[config.mk]
export PLATFORM = sky130hd
export DESIGN_NAME = fpu_operand_loader
export DESIGN_NICKNAME = d
export VERILOG_FILES = /design/src/rtl/fpu_io_pkg.sv /design/src/rtl/strobe_sync_edge.sv /design/src/rtl/fpu_operand_loader.sv
export SDC_FILE = /design/constraint.sdc
export NUM_CORES = 1
export LEC_CHECK = 0
export BUFFER_PORTS_ARGS = -buffer_cell sky130_fd_sc_hd__clkbuf_2
export CAP_MARGIN = 30
export CORE_MARGIN = 1
export CORE_UTILIZATION = 40
export CTS_BUF_LIST = sky130_fd_sc_hd__clkbuf_8
export DETAILED_ROUTE_END_ITERATION = 12
export PLACE_DENSITY = 0.78
export SLEW_MARGIN = 0
export SYNTH_ARGS = -nofsm -noshare
export SYNTH_HDL_FRONTEND = slang
export SYNTH_SLANG_ARGS = --single-unit
[constraint.sdc]
create_clock -name clk -period 1.55 [get_ports clk]
set_input_delay 0.0775 -clock clk [delete_from_list [all_inputs] [get_ports clk]]
set_output_delay 0.0775 -clock clk [all_outputs]
set_load 0.1 [all_outputs]
[src/rtl/fpu_io_pkg.sv]
// Shared types for the FPU I/O path: loader FSM states, frame constants, FPU opcodes.
// Latency: n/a (types only); backpressure: n/a.
package fpu_io_pkg;

    typedef enum logic [2:0] {
        IDLE = 3'd0,
        A_HI = 3'd1,
        A_LO = 3'd2,
        B_HI = 3'd3,
        B_LO = 3'd4,
        HOLD = 3'd5
    } loader_state_t;

    localparam logic [4:0] HDR_TAG_DEFAULT = 5'b10100;
    localparam int         FRAME_BYTES     = 5;

    typedef enum logic [2:0] {
        OP_ADD = 3'd0,
        OP_SUB = 3'd1,
        OP_MUL = 3'd2,
        OP_DIV = 3'd3,
        OP_CMP = 3'd4
    } fpu_op_t;

endpackage

[src/rtl/strobe_sync_edge.sv]
// Multi-flop synchronizer for an async level input with a one-cycle rising-edge pulse.
// Latency: rise is high SYNC_STAGES cycles after the input rises; backpressure: none.
module strobe_sync_edge #(
    parameter int SYNC_STAGES = 2
) (
    input  logic clk,
    input  logic reset,
    input  logic async_in,
    output logic rise
);

    logic [SYNC_STAGES-1:0] sync_q;
    logic                   last_q;

    always_ff @(posedge clk) begin
        if (reset) begin
            sync_q <= '0;
            last_q <= 1'b0;
        end else begin
            sync_q <= {sync_q[SYNC_STAGES-2:0], async_in};
            last_q <= sync_q[SYNC_STAGES-1];
        end
    end

    assign rise = sync_q[SYNC_STAGES-1] & ~last_q;

endmodule

[src/rtl/fpu_operand_loader.sv]
// Assembles strobed 5-byte frames (header, A hi/lo, B hi/lo) into FPU opcode + operands.
// Latency: op_valid 1 cycle after the last byte edge; backpressure: held in HOLD until
// op_ready, strobes there are dropped and flagged. FPU_FRAME_TIMEOUT_EN adds a frame timeout.
module fpu_operand_loader
    import fpu_io_pkg::*;
#(
    parameter int         SYNC_STAGES    = 2,
    parameter logic [4:0] HDR_TAG        = HDR_TAG_DEFAULT,
    parameter int         TIMEOUT_CYCLES = 1000000
) (
    input  logic        clk,
    input  logic        reset,
    input  logic [7:0]  data_in,
    input  logic        strobe_in,
    output logic [2:0]  opcode,
    output logic [15:0] op_a,
    output logic [15:0] op_b,
    output logic        op_valid,
    input  logic        op_ready,
    output logic        busy,
    output logic [2:0]  byte_idx,
    output logic        hdr_err,
    output logic        overrun,
    output logic        timeout
);

    loader_state_t state;
    logic          byte_edge;
    logic          expire;

    strobe_sync_edge #(
        .SYNC_STAGES (SYNC_STAGES)
    ) u_sync (
        .clk      (clk),
        .reset    (reset),
        .async_in (strobe_in),
        .rise     (byte_edge)
    );

`ifdef FPU_FRAME_TIMEOUT_EN
    localparam int TMO_W = (TIMEOUT_CYCLES > 1) ? $clog2(TIMEOUT_CYCLES) : 1;

    logic             collecting;
    logic [TMO_W-1:0] tmo_cnt;

    assign collecting = (state == A_HI) || (state == A_LO) ||
                        (state == B_HI) || (state == B_LO);
    // An edge on the expiry cycle suppresses expiry, so the byte is kept.
    assign expire     = collecting && !byte_edge &&
                        (tmo_cnt == TMO_W'(TIMEOUT_CYCLES - 1));

    always_ff @(posedge clk) begin
        if (reset || !collecting || byte_edge || expire) begin
            tmo_cnt <= '0;
        end else begin
            tmo_cnt <= tmo_cnt + 1'b1;
        end
    end
`else
    // Partial frames wait forever; the parameter stays referenced so both builds share one interface.
    assign expire = 1'b0 && (TIMEOUT_CYCLES != 0);
`endif

    assign busy = (state != IDLE);

    always_ff @(posedge clk) begin
        if (reset) begin
            state    <= IDLE;
            opcode   <= '0;
            op_a     <= '0;
            op_b     <= '0;
            op_valid <= 1'b0;
            byte_idx <= '0;
            hdr_err  <= 1'b0;
            overrun  <= 1'b0;
            timeout  <= 1'b0;
        end else begin
            hdr_err <= 1'b0;
            timeout <= 1'b0;
            case (state)
                IDLE: begin
                    if (byte_edge) begin
                        if (data_in[7:3] == HDR_TAG) begin
                            opcode   <= data_in[2:0];
                            overrun  <= 1'b0;
                            state    <= A_HI;
                            byte_idx <= 3'd1;
                        end else begin
                            hdr_err <= 1'b1;
                        end
                    end
                end
                A_HI, A_LO, B_HI, B_LO: begin
                    if (byte_edge) begin
                        byte_idx <= byte_idx + 3'd1;
                        case (state)
                            A_HI: begin
                                op_a[15:8] <= data_in;
                                state      <= A_LO;
                            end
                            A_LO: begin
                                op_a[7:0] <= data_in;
                                state     <= B_HI;
                            end
                            B_HI: begin
                                op_b[15:8] <= data_in;
                                state      <= B_LO;
                            end
                            default: begin
                                op_b[7:0] <= data_in;
                                state     <= HOLD;
                                byte_idx  <= 3'(FRAME_BYTES);
                                op_valid  <= 1'b1;
                            end
                        endcase
                    end else if (expire) begin
                        state    <= IDLE;
                        byte_idx <= '0;
                        timeout  <= 1'b1;
                    end
                end
                HOLD: begin
                    if (byte_edge) begin
                        overrun <= 1'b1;
                    end
                    if (op_ready) begin
                        op_valid <= 1'b0;
                        byte_idx <= '0;
                        state    <= IDLE;
                    end
                end
                default: begin
                    state    <= IDLE;
                    op_valid <= 1'b0;
                    byte_idx <= '0;
                end
            endcase
        end
    end

endmodule

After elaboration in Yosys (flattened, before gate mapping)

Cells that the tools add are included.

Input bits: 12
Memory bits (read-only): 0
Memories kept: 0
Logic and storage cells: 62
Register bits after elaboration: 47
Output and inout port bits: 43
Latch bits: 0
Bits in writable memories: 0

Equality and inequality tests: 12
Shift operators: 0
Divide/modulo/power cells: 0
Multiply operators: 0
Bitwise logic cells: 5
Add/subtract/negate cells: 1
$lt $le $gt $ge: 0
Reductions and logical operators: 14
Mux-type cells: 18

Operator list:

| kind                  | number |
|---|---|
| $pmux W3 S3           | 3 |
| $mux W3               | 6 |
| $reduce_and A3 Y1     | 5 |
| $ne A2 B2 Y1 const B  | 6 |
| $reduce_and A4 Y1     | 3 |
| $mux W1               | 7 |
| $eq A3 B2 Y1 const B  | 2 |
| $eq A3 B3 Y1 const B  | 2 |
| $reduce_or A3 Y1      | 2 |
| $eq A5 B5 Y1 const B  | 1 |
| $not A1 Y1            | 4 |
| $reduce_or A4 Y1      | 1 |
| $add A3 B1 Y3 const B | 1 |
| $eq A3 B1 Y1 const B  | 1 |
| $logic_not A3 Y1      | 1 |
| $pmux W1 S3           | 1 |
| $reduce_bool A3 Y1    | 1 |
| $pmux W1 S2           | 1 |
| $reduce_bool A2 Y1    | 1 |
| $and A1 B1 Y1         | 1 |

Logic depth before layout (Yosys ltp)

Depth in word-level cells: 5
Mapped depth: 6
Depth with buffers taken out: 4

By module

Synthesis repeated with hierarchy kept, for this count alone.

Cells, all modules: 220
Area total of the unflattened synthesis: 1,865.5 µm²

Modules (own cells, without submodules):

| module             | times used | area an instance (µm²) | sequential area each (µm²) | cells each |
|---|---|---|---|---|
| fpu_operand_loader | 1          | 1,778.0                | 880.8                      | 213 |
| strobe_sync_edge   | 1          | 87.6                   | 60.1                       | 7 |

Worst setup path after synthesis

No wires, ideal clock.

Path kind: register to register
Start point: register byte_idx[0]
End point: register byte_idx[2]
Setup slack: -0.175 ns
Buffers on the path: 0
Data required time: 1.488 ns
Library setup time: 0.062 ns
Clock period less this slack: 1.725 ns
Cell stages (with the launch flop): 5
Arrival: 1.663 ns
Cell sequence: dfxtp_1 -> ha_1 -> o21ai_0 -> a21oi_1 -> o2111a_1

Longest elaborated chain between the ends: 4

Ends and longest elaborated chain:

| item                   | RTL line                  | source |
|---|---|---|
| from (decl)            | fpu_operand_loader.sv:21  | `output logic [2:0] byte_idx,` |
| from (signal assigned) | fpu_operand_loader.sv:95  | `byte_idx <= byte_idx + 3'd1;` |
| from (signal assigned) | fpu_operand_loader.sv:112 | `byte_idx <= 3'(FRAME_BYTES);` |
| $add A3 B1 Y3          | fpu_operand_loader.sv:95  |  |
| $mux W3                | fpu_operand_loader.sv:96  | `case (state)` |
| $mux W3                | fpu_operand_loader.sv:94  | `if (byte_edge) begin` |
| $pmux W3 S3            | fpu_operand_loader.sv:80  | `case (state)` |

No other way between the ends. The select of a mux whose other input is x is not followed.
A chain may end at the register's enable or synchronous reset.

Worst setup path after layout

Start point: register state[1]
End point: output busy

Longest elaborated chain between the ends: 1

Ends and longest elaborated chain:

| item                   | RTL line                 | source |
|---|---|---|
| from (decl)            | fpu_operand_loader.sv:27 | `loader_state_t state;` |
| from (signal assigned) | fpu_operand_loader.sv:68 | `state <= IDLE;` |
| from (signal assigned) | fpu_operand_loader.sv:86 | `state <= A_HI;` |
| from (signal assigned) | fpu_operand_loader.sv:99 | `state <= A_LO;` |
| $reduce_bool A3 Y1     | fpu_operand_loader.sv:64 | `assign busy = (state != IDLE);` |
| to (decl)              | fpu_operand_loader.sv:20 | `output logic busy,` |

No other way between the ends.

==> impl.org <==
** Finish
- Final std cells w/o fill :: 305
- Post-synthesis to final-layout area growth :: 28.4%
- Once layout is done, the placed cells without fillers occupy 2390 um2.
- Proportion of layout cells with a drive suffix above 1 :: 0.348
- Antenna diode instance count :: 0
- The layout has 416 filler cells.
- At the end of the flow, the number of nets in the layout was 265.

** Power
- Summed over all cells, the static leakage comes to about 1.2 nW.
- VDD sags by at most 0.000732 V.
- Power per standard cell area :: 944 nW/um2

** STA
- The final count of hold timing violations is 0.
- Final hold analysis gives a worst-case slack of 0.0587 ns.
- Fin Setup TNS :: 0 ns
- Slew Limit Fails :: 0
- The worst path needs 1.52 ns of the cycle, external delays included.
- The worst path meets setup with 0.0298 ns of slack.
- Final cycle utilization of the critical path :: 0.981
- Fmax :: roughly 660 MHz
- Max-slew headroom at the worst pin :: 0.634
- Setup violations remaining at the end of the flow were counted as 0.
- Unrepaired setup endpoints after global routing :: false
- Across the routed clock network, the largest skew measured is 0.00412 ns.
- For the pin with the worst max-slew slack, the measured transition is 0.551 ns.

** Floorplan
- The floorplan has 24 rows.
- For this design the top-level I/O count stands at 55.
- CORE AREA :: 4410 um2
- Die span in y :: 70.2 um
- DIE AREA :: 4930 um2
- Initial Util :: 0.422
- Horiz. Die Dim :: about 70 um

** Place
- Detailed placement ended at an HPWL of 3.06 mm.
- After detailed placement, the total cell area comes to 2260 um2.
- GP Congestion :: 0.856
- Quantity of I/O buffers inserted on ports :: 53
- Timing analysis after detailed placement gives a worst setup slack of between 0.1 and 0.15 ns.
- Once placement completed, the tool counted placed cells totaling 296.

** Setup path
- Type of the setup path with the least slack :: reg2out
- Endpoint class of the critical path :: primary output
- R2R Path Start :: state[1]
- In this run the worst path has a maximum fanout of 5.
- Worst EP arrival :: roughly 1.4 ns
- Depth of the worst register-to-register path :: 4
- STA puts the critical path data required time at 1.47 ns.
- In this run the worst setup path begins at state[1].
- STA classifies the critical path startpoint as a register.

** Logic synthesis
- The synthesized netlist occupies a cell area of 1860 um2.
- Share of the synthesized area in the top cell type :: 0.505
- Count of yosys warnings during synthesis :: 0
- Averaged over all synthesized cells, the footprint is a little over 10 um2.
- Leading post-synthesis cells by cell area :: sky130_fd_sc_hd__dfxtp_1, sky130_fd_sc_hd__mux2i_1, sky130_fd_sc_hd__nor2_1
- Most instantiated cells after synthesis :: sky130_fd_sc_hd__dfxtp_1, sky130_fd_sc_hd__nor2_1, sky130_fd_sc_hd__mux2i_1, sky130_fd_sc_hd__nand2_1, sky130_fd_sc_hd__nor2b_1
- The synthesized design spends more area on one cell type than any other, namely sky130_fd_sc_hd__dfxtp_1.
- The synthesized design contains 0 enable-type register cells.
- Number of unique standard cell types used by synthesis :: 37
- Fraction of the yosys area taken by sequential cells :: 0.505
- Register bit count reported by yosys :: 47
- Post-synth top flop :: sky130_fd_sc_hd__dfxtp_1
- The number of nets handed over by synthesis was around 200.
- Syn Inst Count :: 185
- Post-synthesis async set-or-reset flop share :: 0
- The most common cell in the synthesized netlist is sky130_fd_sc_hd__dfxtp_1.

** CTS
- Gates resized, CTS repair :: 0
- Number of buffers on the longest clock path :: 2
- In this run, CTS created clock tree buffers numbering 5.
- Number of H-tree branching levels :: 2
- Clock-pin slew was measured on the worst setup and hold paths at around 0.09 ns.
- Clock latency on the worst-skew pair, taken at its later pin, is 0.31 ns.
- Count of clock tree sinks :: 47
- The cell sitting at the root of the clock tree is a sky130_fd_sc_hd__clkbuf_8.
- TritonCTS built the clock tree.

** Drt
- Total wirelength of the detailed-routed design :: 4.10 mm
- Routed WL per cell :: 13.4 um
- Drt first pass iters :: 4
- DRC errors left :: 0
- Once detail routing completed, the nets flagged for antenna violations numbered 0.
- Detailed routing inserted a total of 1,535 vias.
- DRC marker count from the first detailed-route iteration :: 142
- Vias per std cell :: 5.03

** Global routing
- Global-route wire length before repair :: 6.62 mm
- Global-route usage over all layers :: 0.174
- Remaining global-route overflow :: 0
- Entering global routing, the biggest net connects 26 pins.
- Number of global-route vias before repair :: about 1,400
- Initial antenna violation count :: 0

** Worst hold path
- Class of the tightest hold or removal check :: in2reg
- In this run the most critical hold path is launched from reset.
- Number of stages on the worst hold path :: 2

** Outcome
- Result of the run :: completed

** Job
- Across the run, the number of max-cap violations was 0.
[stage by stage]
stage,util,total power [W]
after floorplan,-,0.00132
after global placement,0.513,0.00137
after detailed placement,0.513,0.00137
after CTS,0.541,0.00228
after global routing,0.541,0.00232
final,0.541,0.00226
[worst paths after layout]
kind / end / slack [ns]
worst max-delay path: busy / 0.03
worst min register to register: u_sync.sync_q[1] / 0.46
worst min-delay path: overrun / 0.06
worst max register to register: byte_idx[2] / 0.11
[registers in the layout, indices dropped and copies added (netlist names), 2 cells and up]
name and cells:
byte_idx 3, u_sync.sync_q 2, state 3, op_a 16, op_b 16, opcode 3
[layout by cell type, fill, tap and decap left out, types with 2 or more instances in the layout]
cell type                  Yosys  routed
sky130_fd_sc_hd__a21o_1        2       2
sky130_fd_sc_hd__a21oi_1       5       5
sky130_fd_sc_hd__buf_4         3      19
sky130_fd_sc_hd__clkbuf_2      0      53
sky130_fd_sc_hd__clkbuf_8      0       5
sky130_fd_sc_hd__dfxtp_1      47      45
sky130_fd_sc_hd__dfxtp_2       0       2
sky130_fd_sc_hd__mux2i_1      37      37
sky130_fd_sc_hd__nand2_1       6       6
sky130_fd_sc_hd__nand3b_1      4       4
sky130_fd_sc_hd__nand4_1       2       2
sky130_fd_sc_hd__nor2_1       39      39
sky130_fd_sc_hd__nor2b_1       6       6
sky130_fd_sc_hd__nor3_1        2       2
[final cells by class]
class	count	area, um2	area share
flip-flops and latches	47	943	0.395
inverters	1	3.75	0.00157
clock inverters	3	46.3	0.0194
well taps	52	65.1	0.0272
clock buffers	5	68.8	0.0288
repair buffers	73	418	0.175
multi-input cells	124	845	0.353
[cell families after synthesis]
group	count (synthesis)	synth area share
AND/OR/NAND/NOR	69	0.185
other	1	0.00201
flip-flops	47	0.505
AO/OA/AOI/OAI	15	0.0558
multiplexers	37	0.199
adder cells (fa/ha/maj)	1	0.00672
XOR/XNOR	1	0.00471
buffers and inverters	14	0.0410
[layer usage]
metal	vias to the layer above	part of all wire	GRT usage	wire, um
met5	-	0	0	0
met4	0	0.018	0.0867	74
met3	8	0.065	0.0548	266
met2	53	0.47	0.270	1940
met1	717	0.44	0.216	1820
li1	757	-	-	-
[critical path: stages, from the launching register on]
cell and delay, ns:
sky130_fd_sc_hd__dfxtp_1 0.36, sky130_fd_sc_hd__or3_4 0.40, sky130_fd_sc_hd__clkbuf_2 0.38
[where the power goes]
group	switching, W	internal [W]
combinational	0.0000897	0.0000348
clock	0.000429	0.000486
sequential	0.00000369	0.00121
[repair_timing]
action,in CTS,in global routing
endpoints found under the hold margin,1,0
setup buffers,0,0
hold buffers,1,0
Note: power is estimated with default switching activity, not from simulation.
